===== config.mk =====
export PLATFORM = sky130hd
export DESIGN_NAME = frogger_game_fsm_flat
export DESIGN_NICKNAME = d
export VERILOG_FILES = /design/src/rtl/frogger_pkg.sv /design/src/rtl/frogger_game_fsm_if.sv /design/src/rtl/car_collision_check.sv /design/src/rtl/frogger_game_fsm.sv /design/src/flat_wrapper.sv
export SDC_FILE = /design/constraint.sdc
export NUM_CORES = 1
export LEC_CHECK = 0
export ABC_CLOCK_PERIOD_IN_PS = 2380
export BUFFER_PORTS_ARGS = -buffer_cell sky130_fd_sc_hd__buf_2
export CORE_MARGIN = 5
export CORE_UTILIZATION = 35
export DETAILED_ROUTE_END_ITERATION = 10
export GPL_ROUTABILITY_DRIVEN = 0
export MAX_ROUTING_LAYER = met4
export PLACE_DENSITY = 0.65
export SYNTH_ARGS = -nofsm -noshare
export SYNTH_HDL_FRONTEND = slang
export SYNTH_HIERARCHICAL = 1
export SYNTH_SLANG_ARGS = --single-unit

===== constraint.sdc =====
create_clock -name i_Clk -period 2.38 [get_ports i_Clk]
set_clock_uncertainty 0.1 [all_clocks]
set_input_delay 0.357 -clock i_Clk [delete_from_list [all_inputs] [get_ports i_Clk]]
set_output_delay 0.357 -clock i_Clk [all_outputs]
set_load 0.005 [all_outputs]

===== src/rtl/frogger_pkg.sv =====
// Shared types and constants for the Frogger game-control logic.
package frogger_pkg;

   localparam int unsigned c_TILE_W      = 6;
   localparam int unsigned c_SCORE_W     = 7;
   localparam int unsigned c_BOARD_COLS  = 20;
   localparam int unsigned c_BOARD_ROWS  = 15;
   localparam int unsigned c_TILE_PIXELS = 32;

   typedef logic [c_TILE_W-1:0]  tile_t;
   typedef logic [c_TILE_W:0]    tile_ext_t;
   typedef logic [c_SCORE_W-1:0] score_t;
   typedef logic [2:0]           state_t;

   localparam state_t IDLE      = 3'b000;
   localparam state_t RUNNING   = 3'b001;
   localparam state_t HIT       = 3'b010;
   localparam state_t GAME_OVER = 3'b011;
   localparam state_t WIN       = 3'b100;
   localparam state_t CLEANUP   = 3'b101;

endpackage


===== src/rtl/frogger_game_fsm_if.sv =====
// Game-control bus: world positions and frame timing in, game status and respawn out.
interface frogger_game_fsm_if;
   import frogger_pkg::*;

   logic       i_VSync;
   logic       i_Game_Start;
   tile_t      i_Frogger_X;
   tile_t      i_Frogger_Y;
   tile_t      i_Car_X_1;
   tile_t      i_Car_Y_1;
   tile_t      i_Car_X_2;
   tile_t      i_Car_Y_2;
   tile_t      i_Car_X_3;
   tile_t      i_Car_Y_3;
   logic       o_Game_Active;
   score_t     o_Score;
   logic [1:0] o_Lives;
   logic       o_Frog_Reset;
   state_t     o_State;

   modport master (
      output i_VSync, i_Game_Start, i_Frogger_X, i_Frogger_Y,
             i_Car_X_1, i_Car_Y_1, i_Car_X_2, i_Car_Y_2, i_Car_X_3, i_Car_Y_3,
      input  o_Game_Active, o_Score, o_Lives, o_Frog_Reset, o_State
   );

   modport slave (
      input  i_VSync, i_Game_Start, i_Frogger_X, i_Frogger_Y,
             i_Car_X_1, i_Car_Y_1, i_Car_X_2, i_Car_Y_2, i_Car_X_3, i_Car_Y_3,
      output o_Game_Active, o_Score, o_Lives, o_Frog_Reset, o_State
   );

endinterface


===== src/rtl/car_collision_check.sv =====
// Combinational frog/car overlap test for a single car spanning c_CAR_WIDTH tiles.
module car_collision_check
   import frogger_pkg::*;
#(
   parameter int unsigned c_CAR_WIDTH = 1
) (
   input  tile_t i_Frogger_X,
   input  tile_t i_Frogger_Y,
   input  tile_t i_Car_X,
   input  tile_t i_Car_Y,
   output logic  o_Hit
);

   // One extra bit so a car near the right board edge cannot wrap its end to 0.
   tile_ext_t car_end;

   assign car_end = {1'b0, i_Car_X} + tile_ext_t'(c_CAR_WIDTH);
   assign o_Hit   = (i_Frogger_Y == i_Car_Y) &&
                    (i_Frogger_X >= i_Car_X) &&
                    ({1'b0, i_Frogger_X} < car_end);

endmodule


===== src/rtl/frogger_game_fsm.sv =====
// Frogger game-control FSM: start, scoring, death/respawn, evaluated once per VSync frame.
// Define FROGGER_LIVES_EN for multi-life play; otherwise the first death ends the game.
module frogger_game_fsm
   import frogger_pkg::*;
#(
   parameter int unsigned c_SCORE_LIMIT  = 99,
   parameter int unsigned c_GOAL_ROW     = 0,
   parameter int unsigned c_CAR_WIDTH    = 1,
   parameter int unsigned c_INIT_LIVES   = 3,
   parameter int unsigned c_DEATH_FRAMES = 60
) (
   input logic               i_Clk,
   input logic               i_Rst,
   frogger_game_fsm_if.slave bus
);

   localparam score_t     c_LIMIT      = score_t'(c_SCORE_LIMIT);
   localparam tile_t      c_GOAL       = tile_t'(c_GOAL_ROW);
   localparam logic [7:0] c_LAST_FRAME = 8'(c_DEATH_FRAMES - 1);

   logic       vsync_q, tick_q, start_q, start_edge_q;
   logic       hit_1, hit_2, hit_3, hit;
   state_t     state_q, state_d;
   score_t     score_q, score_d;
   logic [7:0] count_q, count_d;
   logic       frog_reset_q, frog_reset_d;
   logic       game_active_q;

`ifdef FROGGER_LIVES_EN
   localparam logic [1:0] c_LIVES = 2'(c_INIT_LIVES);
   logic [1:0] lives_q, lives_d;
`endif

   car_collision_check #(.c_CAR_WIDTH(c_CAR_WIDTH)) u_car_1 (
      .i_Frogger_X(bus.i_Frogger_X), .i_Frogger_Y(bus.i_Frogger_Y),
      .i_Car_X(bus.i_Car_X_1), .i_Car_Y(bus.i_Car_Y_1), .o_Hit(hit_1)
   );
   car_collision_check #(.c_CAR_WIDTH(c_CAR_WIDTH)) u_car_2 (
      .i_Frogger_X(bus.i_Frogger_X), .i_Frogger_Y(bus.i_Frogger_Y),
      .i_Car_X(bus.i_Car_X_2), .i_Car_Y(bus.i_Car_Y_2), .o_Hit(hit_2)
   );
   car_collision_check #(.c_CAR_WIDTH(c_CAR_WIDTH)) u_car_3 (
      .i_Frogger_X(bus.i_Frogger_X), .i_Frogger_Y(bus.i_Frogger_Y),
      .i_Car_X(bus.i_Car_X_3), .i_Car_Y(bus.i_Car_Y_3), .o_Hit(hit_3)
   );

   assign hit = hit_1 | hit_2 | hit_3;

   always_ff @(posedge i_Clk or posedge i_Rst) begin
      if (i_Rst) begin
         vsync_q      <= 1'b0;
         tick_q       <= 1'b0;
         start_q      <= 1'b0;
         start_edge_q <= 1'b0;
      end else begin
         vsync_q      <= bus.i_VSync;
         tick_q       <= bus.i_VSync & ~vsync_q;
         start_q      <= bus.i_Game_Start;
         start_edge_q <= bus.i_Game_Start & ~start_q;
      end
   end

   always_comb begin
      state_d      = state_q;
      score_d      = score_q;
      count_d      = count_q;
      frog_reset_d = 1'b0;
`ifdef FROGGER_LIVES_EN
      lives_d      = lives_q;
`endif
      case (state_q)
         IDLE, GAME_OVER, WIN: begin
            if (start_edge_q) state_d = CLEANUP;
         end
         CLEANUP: state_d = RUNNING;
         RUNNING: begin
            if (tick_q) begin
               if (hit) begin
                  state_d = HIT;
                  count_d = 8'd0;
               end else if (bus.i_Frogger_Y == c_GOAL) begin
                  if (score_q < c_LIMIT) score_d = score_q + score_t'(1);
                  frog_reset_d = 1'b1;
                  if (score_d == c_LIMIT) state_d = WIN;
               end
            end
         end
         HIT: begin
            if (tick_q) begin
               if (count_q == c_LAST_FRAME) begin
`ifdef FROGGER_LIVES_EN
                  lives_d = lives_q - 2'd1;
                  if (lives_d == 2'd0) begin
                     state_d = GAME_OVER;
                  end else begin
                     state_d      = RUNNING;
                     frog_reset_d = 1'b1;
                  end
`else
                  state_d = GAME_OVER;
`endif
               end else begin
                  count_d = count_q + 8'd1;
               end
            end
         end
         default: state_d = IDLE;
      endcase
      // Outputs are registered, so CLEANUP's values are loaded on the way in.
      if (state_d == CLEANUP) begin
         score_d      = '0;
         frog_reset_d = 1'b1;
`ifdef FROGGER_LIVES_EN
         lives_d      = c_LIVES;
`endif
      end
   end

   always_ff @(posedge i_Clk or posedge i_Rst) begin
      if (i_Rst) begin
         state_q       <= IDLE;
         score_q       <= '0;
         count_q       <= 8'd0;
         frog_reset_q  <= 1'b0;
         game_active_q <= 1'b0;
      end else begin
         state_q       <= state_d;
         score_q       <= score_d;
         count_q       <= count_d;
         frog_reset_q  <= frog_reset_d;
         game_active_q <= (state_d == RUNNING);
      end
   end

`ifdef FROGGER_LIVES_EN
   always_ff @(posedge i_Clk or posedge i_Rst) begin
      if (i_Rst) lives_q <= c_LIVES;
      else       lives_q <= lives_d;
   end
   assign bus.o_Lives = lives_q;
`else
   assign bus.o_Lives = 2'd1;
`endif

   assign bus.o_State       = state_q;
   assign bus.o_Score       = score_q;
   assign bus.o_Frog_Reset  = frog_reset_q;
   assign bus.o_Game_Active = game_active_q;

endmodule


===== src/flat_wrapper.sv =====
// flat-port wrapper written by rule: the top's interface ports become plain ports
module frogger_game_fsm_flat import frogger_pkg::*;
#(
   parameter int unsigned c_SCORE_LIMIT  = 99,
   parameter int unsigned c_GOAL_ROW     = 0,
   parameter int unsigned c_CAR_WIDTH    = 1,
   parameter int unsigned c_INIT_LIVES   = 3,
   parameter int unsigned c_DEATH_FRAMES = 60
)
  (i_Clk, i_Rst, bus_i_VSync, bus_i_Game_Start, bus_i_Frogger_X, bus_i_Frogger_Y, bus_i_Car_X_1, bus_i_Car_Y_1, bus_i_Car_X_2, bus_i_Car_Y_2, bus_i_Car_X_3, bus_i_Car_Y_3, bus_o_Game_Active, bus_o_Score, bus_o_Lives, bus_o_Frog_Reset, bus_o_State);
  frogger_game_fsm_if bus_i ();
  input logic i_Clk;
  input logic i_Rst;
  input wire logic [$bits(bus_i.i_VSync)-1:0] bus_i_VSync;
  input wire logic [$bits(bus_i.i_Game_Start)-1:0] bus_i_Game_Start;
  input wire logic [$bits(bus_i.i_Frogger_X)-1:0] bus_i_Frogger_X;
  input wire logic [$bits(bus_i.i_Frogger_Y)-1:0] bus_i_Frogger_Y;
  input wire logic [$bits(bus_i.i_Car_X_1)-1:0] bus_i_Car_X_1;
  input wire logic [$bits(bus_i.i_Car_Y_1)-1:0] bus_i_Car_Y_1;
  input wire logic [$bits(bus_i.i_Car_X_2)-1:0] bus_i_Car_X_2;
  input wire logic [$bits(bus_i.i_Car_Y_2)-1:0] bus_i_Car_Y_2;
  input wire logic [$bits(bus_i.i_Car_X_3)-1:0] bus_i_Car_X_3;
  input wire logic [$bits(bus_i.i_Car_Y_3)-1:0] bus_i_Car_Y_3;
  output wire logic [$bits(bus_i.o_Game_Active)-1:0] bus_o_Game_Active;
  output wire logic [$bits(bus_i.o_Score)-1:0] bus_o_Score;
  output wire logic [$bits(bus_i.o_Lives)-1:0] bus_o_Lives;
  output wire logic [$bits(bus_i.o_Frog_Reset)-1:0] bus_o_Frog_Reset;
  output wire logic [$bits(bus_i.o_State)-1:0] bus_o_State;
  assign bus_i.i_VSync = bus_i_VSync;
  assign bus_i.i_Game_Start = bus_i_Game_Start;
  assign bus_i.i_Frogger_X = bus_i_Frogger_X;
  assign bus_i.i_Frogger_Y = bus_i_Frogger_Y;
  assign bus_i.i_Car_X_1 = bus_i_Car_X_1;
  assign bus_i.i_Car_Y_1 = bus_i_Car_Y_1;
  assign bus_i.i_Car_X_2 = bus_i_Car_X_2;
  assign bus_i.i_Car_Y_2 = bus_i_Car_Y_2;
  assign bus_i.i_Car_X_3 = bus_i_Car_X_3;
  assign bus_i.i_Car_Y_3 = bus_i_Car_Y_3;
  assign bus_o_Game_Active = bus_i.o_Game_Active;
  assign bus_o_Score = bus_i.o_Score;
  assign bus_o_Lives = bus_i.o_Lives;
  assign bus_o_Frog_Reset = bus_i.o_Frog_Reset;
  assign bus_o_State = bus_i.o_State;
  frogger_game_fsm #(.c_SCORE_LIMIT(c_SCORE_LIMIT), .c_GOAL_ROW(c_GOAL_ROW), .c_CAR_WIDTH(c_CAR_WIDTH), .c_INIT_LIVES(c_INIT_LIVES), .c_DEATH_FRAMES(c_DEATH_FRAMES)) u_core (.i_Clk(i_Clk), .i_Rst(i_Rst), .bus(bus_i));
endmodule

==> impl_metrics.csv <==
group,metric,value,unit
route,drt_iter0_markers,47,
global_route,grt_remaining_overflow,0,
worst_setup_path,path_class,"in2reg",
power_and_ir_drop,p_leak,1.84,nW
finish,finalNetCount,503,
global_route,antenna_found_initial,0,
worst_setup_path,critical_path.endpoint_type,"flip-flop",
floorplanning,design.core.area,7330,sq um
timing,max_freq,382,MHz
clock_tree,cts.sinks,24,
timing,grt_setup_unrepaired,"yes",
yosys,synth_top_flop_cell,"dfrtp_1",
finish,areaGrowthSynthToFinish,42.7,%
timing,period_share,1.10,
power_and_ir_drop,peakVddDrop,0.513,mV
yosys,ys_types,50,
global_route,grt_pass1_vias,2585,
worst_setup_path,worst_setup_path_start_kind,"input pin",
yosys,synth_edf_count,0,
clock_tree,cts_buffers,3,
worst_setup_path,worstReg2RegEnd,"u_core/bus.o_Frog_Reset$_DFF_PP0_",
timing,fin_setup_tns,-2.60,ns
route,wl_met1,3370,um
floorplanning,ios,66,
yosys,synthesis.nets,399,
route,first_pass_iters,4,
yosys,syn_avg_cell_area,8.68,sq um
clock_tree,clock_path_buffers,2,
clock_tree,h-tree-depth,1,
worst_setup_path,worstPathArrival,2.67,ns
worst_setup_path,crit_end,"u_core/bus.o_Game_Active$_DFF_PP0_",
yosys,synth_cells,306,
timing,holdWs,0.0246,ns
floorplanning,die_w,97.1,um
power_and_ir_drop,power.density,369,nW/um^2
route,top_layer,"met4",
clock_tree,clk_pin_slew,0.08,ns
outcome,violations,"setup timing",
flow_run,maxCapViolCount,0,
floorplanning,dieArea,9440,sq um
outcome,status,"finished with violations",
timing,setup_slack,-0.234,ns
clock_tree,clockRootBuffer,"clkbuf_8",
yosys,seq_area_frac_synth,0.226,
finish,nFillCells,670,
route,wl,7250,um
floorplanning,initial_core_util,0.363,
timing,fin_crit,2.61,ns
route,met3RoutedLength,375,um
clock_tree,ctsHoldBuffers,0,
worst_setup_path,reg2regPathDepth,8,
floorplanning,rows,31,
timing,hold_viol,0,
worst_setup_path,required,2.43,ns
yosys,netlist_area,2660,sq um
route,wl_met2,3450,um
global_route,grt_start_max_net_pins,25,
clock_tree,cts_tree,"yes",
timing,slew_violations,0,
worst_setup_path,critPathMaxFanout,5,
global_route,grt_pass1_wl,12100,um
global_route,track_usage,0.155,
worst_setup_path,r2r_slack,-0.05,ns
route,drcViolationCount,0,
worst_setup_path,cp-startpoint,"bus_i_Car_X_1[0]",
placed_design,dp_hpwl,5790,um
timing,setup_viol,17,
placed_design,port_buffers,63,
route,via_per_inst,5.08,
yosys,yosysWarnings,6,
yosys,synthArstFlopShare,1.00,
clock_tree,clkLatencyLatePin,0.26,ns
worst_hold_path,hold_path.class,"in2async",
floorplanning,die_h,97.1,um
finish,layout-drive-gt1-share,0.406,
route,postRouteAntennaNets,0,
route,via_count,2583,
finish,n_antenna_cell,0,
yosys,synth-seq-cells,24,
worst_setup_path,rr_startpoint,"u_core/bus.o_Score[0]$_DFFE_PP0P_",
power_and_ir_drop,p_total,1.40,mW
route,wl_per_cell,14.3,um
[report_power, final]
part | leakage [nW] | internal [mW] | switching, mW
Sequential | 0.322 | 0.440 | 0.0427
Clock | 0.0288 | 0.147 | 0.121
Combinational | 1.49 | 0.340 | 0.308
[cells in the final DEF, fill, tap and decap left out, drive strengths merged, types with 6 or more instances in the layout]
cell,Yosys,final
nor2b,7,7
buf,9,109
o21a,5,6
nand2,15,15
ha,41,41
nor3,6,6
xnor2,28,28
o21ai,19,19
xor2,9,9
a21oi,7,7
nand3,19,19
dfrtp,24,24
nor2,20,20
inv,29,29
[state kept, by name, summed over array words and instances (netlist names)]
signal                    flops
u_core/bus.o_Frog_Reset       1
u_core/bus.o_Game_Active      1
u_core/bus.o_Score            7
u_core/bus.o_State            3
u_core/count_q                8
u_core/start_edge_q           1
u_core/start_q                1
u_core/tick_q                 1
u_core/vsync_q                1
[critical path, stage by stage]
cell and delay (ns):
buf_8 0.10, ha_4 0.25, inv_2 0.03, ha_4 0.19, nor2b_4 0.11, o2111a_1 0.25, a2111oi_2 0.23, o211a_1 0.22
nor3_4 0.06, buf_4 0.13, o211ai_1 0.18, nand3_1 0.19, o21a_4 0.19, and3b_1 0.16
[metal layers]
layer | track usage | vias to the layer above
met5 | - | -
met1 | 0.206 | 1201
met2 | 0.253 | 72
met3 | 0.0208 | 6
met4 | 0.0292 | 0
li1 | - | 1304
[cell type report]
class                           count  area (sq um)  area share
Tap cell                           99           124      0.0327
Timing Repair Buffer              109           728       0.192
Clock buffer                        4          55.1      0.0145
Inverter                           29           109      0.0287
Multi-Input combinational cell    243          2180       0.574
Sequential cell                    24           601       0.158
[synth_stat cells, types with 2 or more instances]
library cell | count | area (sq um)
nor2_1 | 20 | 75.1
nor4b_1 | 2 | 17.5
xor2_1 | 9 | 78.8
buf_1 | 2 | 7.51
nor3_1 | 6 | 30.0
clkbuf_1 | 2 | 7.51
a2111oi_2 | 4 | 60.1
and3_1 | 3 | 18.8
nand4_1 | 4 | 25.0
a21o_1 | 4 | 30.0
nand3_1 | 19 | 95.1
o22ai_1 | 3 | 18.8
o211a_1 | 3 | 30.0
nand2_1 | 15 | 56.3
nand2b_1 | 3 | 18.8
dfrtp_1 | 24 | 601
a211oi_1 | 3 | 22.5
nor4bb_1 | 2 | 20.0
conb_1 | 2 | 7.51
o21ai_0 | 18 | 90.1
o21a_1 | 5 | 37.5
buf_4 | 2 | 15.0
buf_6 | 4 | 45.0
o211ai_1 | 2 | 15.0
ha_1 | 41 | 513
nor4_1 | 4 | 25.0
mux2i_1 | 2 | 20.0
a21oi_1 | 7 | 35.0
o2111a_1 | 3 | 33.8
xnor2_1 | 28 | 245
o31ai_1 | 4 | 30.0
a31oi_1 | 4 | 25.0
nor2b_1 | 7 | 43.8
inv_1 | 29 | 109
[cell families after synthesis]
family / Yosys count / share of synthesized area
xor+xnor: 37 / 0.122
mux: 2 / 0.00753
buf+inv: 40 / 0.0711
other cells: 2 / 0.00283
compound gates: 68 / 0.191
simple gates: 92 / 0.186
flops: 24 / 0.226
fa+ha+maj: 41 / 0.193
[per-stage QoR]
| stage | utilization | instance area (sq um) | worst slack, ns | std cells |
|---|---|---|---|---|
| after CTS | 0.497 | 3640 | -0.193 | 501 |
| final | 0.517 | 3790 | -0.234 | 508 |
| after detailed placement | 0.469 | 3440 | -0.608 | 496 |
| after global routing | 0.517 | 3790 | -0.328 | 508 |
| after global placement | 0.469 | 3440 | -0.554 | 496 |
| after floorplan | - | 2790 | -0.240 | 306 |
[what timing repair did]
action	4_1_cts	5_1_grt
hold endpoints to repair	0	0
endpoints found under the setup margin	20	20
cloned	1	0
pin swaps	29	12
gates resized for setup	33	25
setup buffers	0	7
[how the worst min path moves through the flow]
| stage | end | slack (ns) | cells past startpoint |
|---|---|---|---|
| after floorplan | u_core/bus.o_Frog_Reset$_DFF_PP0_ | 0.27 | 1 |
| after global placement | u_core/tick_q$_DFF_PP0_ | 0.28 | 1 |
| after detailed placement | u_core/start_edge_q$_DFF_PP0_ | 0.29 | 1 |
| after CTS | u_core/count_q[0]$_DFFE_PP0P_ | 0.03 | 3 |
| after global routing | u_core/count_q[3]$_DFFE_PP0P_ | 0.04 | 3 |
| final | u_core/count_q[0]$_DFFE_PP0P_ | 0.02 | 3 |
(Power assumes the default switching activity.)
